## src/rtl/lut_layer_sequencer.sv

```systemverilog
// Time-multiplexed evaluator for one sparse LUT layer: one neuron per cycle through a shared
// truth-table read path, runtime-loadable select and truth tables, valid/ready on both sides.
module lut_layer_sequencer #(
  parameter int NUM_IN      = 8,
  parameter int NUM_NEURONS = 8,
  parameter int ACT_BITS    = 2,
  parameter int FANIN       = 3,
  parameter int SEL_W       = $clog2(NUM_IN),
  parameter int A           = FANIN * ACT_BITS,
  parameter int NW          = (NUM_NEURONS > 1) ? $clog2(NUM_NEURONS) : 1
) (
  input  logic                            clk,
  input  logic                            rst_n,
  input  logic                            in_valid,
  output logic                            in_ready,
  input  logic [NUM_IN*ACT_BITS-1:0]      in_vec,
  output logic                            out_valid,
  input  logic                            out_ready,
  output logic [NUM_NEURONS*ACT_BITS-1:0] out_vec,
  input  logic                            tt_we,
  input  logic [NW-1:0]                   tt_neuron,
  input  logic [A-1:0]                    tt_addr,
  input  logic [ACT_BITS-1:0]             tt_data,
  input  logic                            sel_we,
  input  logic [NW-1:0]                   sel_neuron,
  input  logic [FANIN*SEL_W-1:0]          sel_data,
  output logic                            busy,
  output logic                            cfg_err
);

  typedef enum logic [1:0] {IDLE, EVAL, DONE} state_t;

  localparam logic [NW:0] LAST = NUM_NEURONS[NW:0];
  localparam logic [NW:0] ONE  = 1;

  state_t               state;
  logic [NW:0]          cnt;
  logic [NW-1:0]        k;
  logic                 slot_act;
  logic [ACT_BITS-1:0]  vec_r   [NUM_IN];
  logic [ACT_BITS-1:0]  tt_mem  [NUM_NEURONS][2**A];
  logic [FANIN*SEL_W-1:0] sel_mem [NUM_NEURONS];
  logic [A-1:0]         addr;
  logic [ACT_BITS-1:0]  lut_q;
  logic                 tt_ok;
  logic                 sel_ok;

  assign in_ready = (state == IDLE);
  assign busy     = (state != IDLE);

  assign k        = cnt[NW-1:0];
  assign slot_act = (cnt < LAST);

  // Writes only land while idle and for an existing neuron; anything else is dropped.
  assign tt_ok  = tt_we  && (state == IDLE) && ({1'b0, tt_neuron}  < LAST);
  assign sel_ok = sel_we && (state == IDLE) && ({1'b0, sel_neuron} < LAST);

  always_comb begin
    addr = '0;
    for (int j = 0; j < FANIN; j++) begin
      addr[j*ACT_BITS +: ACT_BITS] = vec_r[sel_mem[k][j*SEL_W +: SEL_W]];
    end
  end

  assign lut_q = tt_mem[k][addr];

  // Table storage is deliberately not cleared by reset.
  always_ff @(posedge clk) begin
    if (rst_n) begin
      if (tt_ok)  tt_mem[tt_neuron][tt_addr] <= tt_data;
      if (sel_ok) sel_mem[sel_neuron]        <= sel_data;
    end
  end

  always_ff @(posedge clk) begin
    if (!rst_n) begin
      state     <= IDLE;
      out_valid <= 1'b0;
      out_vec   <= '0;
      cfg_err   <= 1'b0;
      cnt       <= '0;
    end else begin
      cfg_err <= (tt_we && !tt_ok) || (sel_we && !sel_ok);
      case (state)
        IDLE: begin
          if (in_valid) begin
            for (int i = 0; i < NUM_IN; i++) begin
              vec_r[i] <= in_vec[i*ACT_BITS +: ACT_BITS];
            end
            cnt   <= '0;
            state <= EVAL;
          end
        end
        EVAL: begin
          // Counter runs one past the last neuron; that closing cycle raises out_valid.
          if (slot_act) begin
            out_vec[k*ACT_BITS +: ACT_BITS] <= lut_q;
            cnt <= cnt + ONE;
          end else begin
            state     <= DONE;
            out_valid <= 1'b1;
          end
        end
        DONE: begin
          if (out_ready) begin
            state     <= IDLE;
            out_valid <= 1'b0;
          end
        end
        default: state <= IDLE;
      endcase
    end
  end

endmodule

```

## config.mk

```make
export PLATFORM = sky130hd
export DESIGN_NAME = lut_layer_sequencer
export DESIGN_NICKNAME = d
export VERILOG_FILES = /design/src/rtl/lut_layer_sequencer.sv
export SDC_FILE = /design/constraint.sdc
export NUM_CORES = 2
export LEC_CHECK = 0
export CAP_MARGIN = 5
export CORE_UTILIZATION = 39
export DETAILED_ROUTE_END_ITERATION = 12
export GPL_TIMING_DRIVEN = 0
export PLACE_DENSITY = 0.59
export SKIP_LAST_GASP = 1
export SLEW_MARGIN = 10
export SYNTH_ARGS = -nofsm -noshare
export SYNTH_HDL_FRONTEND = slang
export SYNTH_SLANG_ARGS = --single-unit
export TNS_END_PERCENT = 5
```

## constraint.sdc

```tcl
create_clock -name clk -period 4 [get_ports clk]
set_input_delay 0.8 -clock clk [delete_from_list [all_inputs] [get_ports clk]]
set_output_delay 0.8 -clock clk [all_outputs]
set_load 0.005 [all_outputs]
```

==> results.cfg <==
[synthesis]
synth_compound_area_share_pct = 2.24
synth_edf_count = 1112
netlist_area_um2 = 46800
yosys.area_share.simple_pct = 7.26
async_flop_share_pct = 0
ys.warnings.count = 0
synthMuxAreaShare_pct = 16.1
syn_inst = 2661
syn_avg_cell_area_um2 = 17.6
synth_xor_area_share_pct = 0.0374
synth_cell_types = 70
ys_ff_latch = 1139
synth-seq-area-share_pct = 72.5
ys.flop_type = edfxtp_1
synthAdderAreaFrac_pct = 0.0802
synth_top_family_by_area = multiplexers
mappedNetlistNets = 2709

[pwr]
leakage_nw = 16.6
vdd_drop_max_mv = 0.374
power_density_nw_per_um2 = 467
finalPower_mw = 25.5

[worst_setup_path]
cp_max_fo = 8
cp-end-kind = register
worst_ep_required_time_ns = 4.56
crit_type = reg2reg
cp-start-kind = register
cp_data_arrival_time_ns = 4.92
r2r_slack_ns = -0.36

[clocking]
cts.sinks = 1139
postCtsHoldBufs = 0
numCtsBuffers = 115
clkTransAtPathRegs_ns = 0.06
htree_levels = 3
cts.path.max_buffers = 3
cts_root_buffer = clkbuf_16
cts_tree = built
worstSkewPairLatency_ns = 0.71

[drt]
vias = 27581
detail-route-antenna-nets = 0
first_iter_violations = 4096
wirelength_mm = 149
drc = 0
wl_per_cell_um = 32.4
first_pass_iters = 6
detail_route.vias_per_cell = 5.99

[timing]
tightest_slew_ns = 1.43
slew_viol_final = 0
whs_ns = 0.505
worst_clock_skew_ns = 0.0228
fin_crit_sh_pct = 109
finalSetupViolCount = 16
relSlewSlack_pct = 4.64
fmax_mhz = 229
hold_viol_final = 0
fin_crit_ns = 4.36
final.setup.worst_slack_ns = -0.358
rsz0062_at_grt = yes

[finish]
fin_nets = 2955
syn2layout_area_growth_pct = 16.8
final_cell_mix = edfxtp_1 (1112), nor2_1 (557), mux4_2 (281)
fin_util_pct = 46.1
layout_commonest_cell = edfxtp_1
nFillCells = 10167
stdcell_count = 4602
layout-drive-gt1-share_pct = 24.1

[grt]
grtUsageTotal_pct = 24.5
grt_max_degree = 162
grt_pass1_vias = 27610
gr-total-overflow = 0
antenna_found_initial = 6
grt_first_pass_wirelength_mm = 207

[die]
io_pins = 65
core_area_um2 = 119000
die-width_um = 348
die-area_um2 = 121000
num_rows = 126
fp.dieH_um = 348
initial_core_util_pct = 39.5

[placed_design]
place_inst = 4344
numPortBuffers = 58
place.gp.congestion = 0.881
place_ws_ns = -2.54
dp_hpwl_mm = 95.9

[run_status]
violations = setup timing
status = complete, but fails checks

[job]
cap_violations = 0

[min_path]
hp-class = reg2reg
## worst max-delay path, stage by stage (launching register included)
cell,delay (ns)
dfxtp_4,0.39
buf_12,0.15
mux2i_1,0.11
mux4_2,0.53
buf_8,0.18
mux2i_4,0.19
a22oi_2,0.20
buf_6,0.15
nand2_8,0.13
buf_12,0.18
buf_16,0.14
buf_16,0.16
buf_4,0.16
mux2i_2,0.36
a32o_1,0.20
o211ai_1,0.11
and4b_2,0.31
a211oi_4,0.26
buf_12,0.18
a21oi_1,0.08
## state kept, by name, indices dropped and copies added, names as in the netlist, named ones only
signal,flops
cfg_err,1
cnt,4
out_valid,1
out_vec,16
sel_mem,72
state,2
tt_mem,1024
vec_r,16
## area by class of cell
type,count,area (um2),area share (%)
buffer,157,1140,2.09
antenna,1,2.50,0.00458
multi-input combinational,1353,12500,22.9
tap,1600,2000,3.66
sequential,1139,33900,62.1
timing repair buffer,133,1490,2.73
clock inverter,70,534,0.977
inverter,8,32.5,0.0595
clock buffer,141,3040,5.55
## metrics by stage
step                      area [um2]  setup TNS [ns]
after global placement         49400               -
after CTS                      54500           -5.32
after detailed placement       49900          -39.15
after global routing           54700           -6.35
final                          54700           -5.38
after floorplan                46800               0
## cells in the mapped netlist, types with 9 or more instances
cell,count,share of area [%]
edfxtp_1,1112,71
nor2_1,573,4.6
mux4_2,279,13
nand2_1,157,1.3
clkbuf_1,75,0.60
mux2i_1,62,1.3
buf_2,39,0.42
buf_1,32,0.26
nand3_1,30,0.32
dfxtp_1,27,1.2
o21ai_0,21,0.22
mux2_2,20,0.48
mux4_1,16,0.90
a21oi_1,15,0.16
a211oi_1,12,0.19
nor3_1,12,0.13
a2111oi_0,11,0.21
a22oi_1,11,0.18
nand2b_1,11,0.15
a21o_1,10,0.16
nand3b_1,9,0.14
## path summary, 6_finish.rpt
path,from,endpoint,cells past startpoint
max,register,out_vec[12],19
min,out_vec[4],out_vec[4],2
max reg2reg,register,out_vec[12],19
min reg2reg,out_vec[4],out_vec[4],2
## per-layer routing
layer / wire length, um / global-route usage (%) / vias up
li1: - / - / 10997
met5: 81 / 0 / -
met2: 68900 / 38.0 / 1769
met4: 5270 / 8.15 / 12
met1: 56500 / 33.2 / 14523
met3: 18300 / 6.75 / 280
## report_power, final
part / switching [mW] / internal, mW / total, mW
Sequential: 0.0166 / 13.1 / 13.1
Clock: 4.58 / 5.82 / 10.4
Combinational: 1.27 / 0.717 / 1.99
## logic make-up after synthesis
logic type / after synthesis
adders and majority gates: 3
AOI/OAI and AO/OA: 135
DFF: 1139
muxes: 377
xor gates and xnor gates: 2
buffers and inverters: 169
and+or+nand+nor: 836
## what timing repair did
action                                  4_1_cts  5_1_grt
buffers inserted                             41        9
gates cloned                                  0        0
resized for setup                           197       35
endpoints found under the setup margin       16       16
pin swaps                                    17        8
Power figures use the tool's default switching activity.
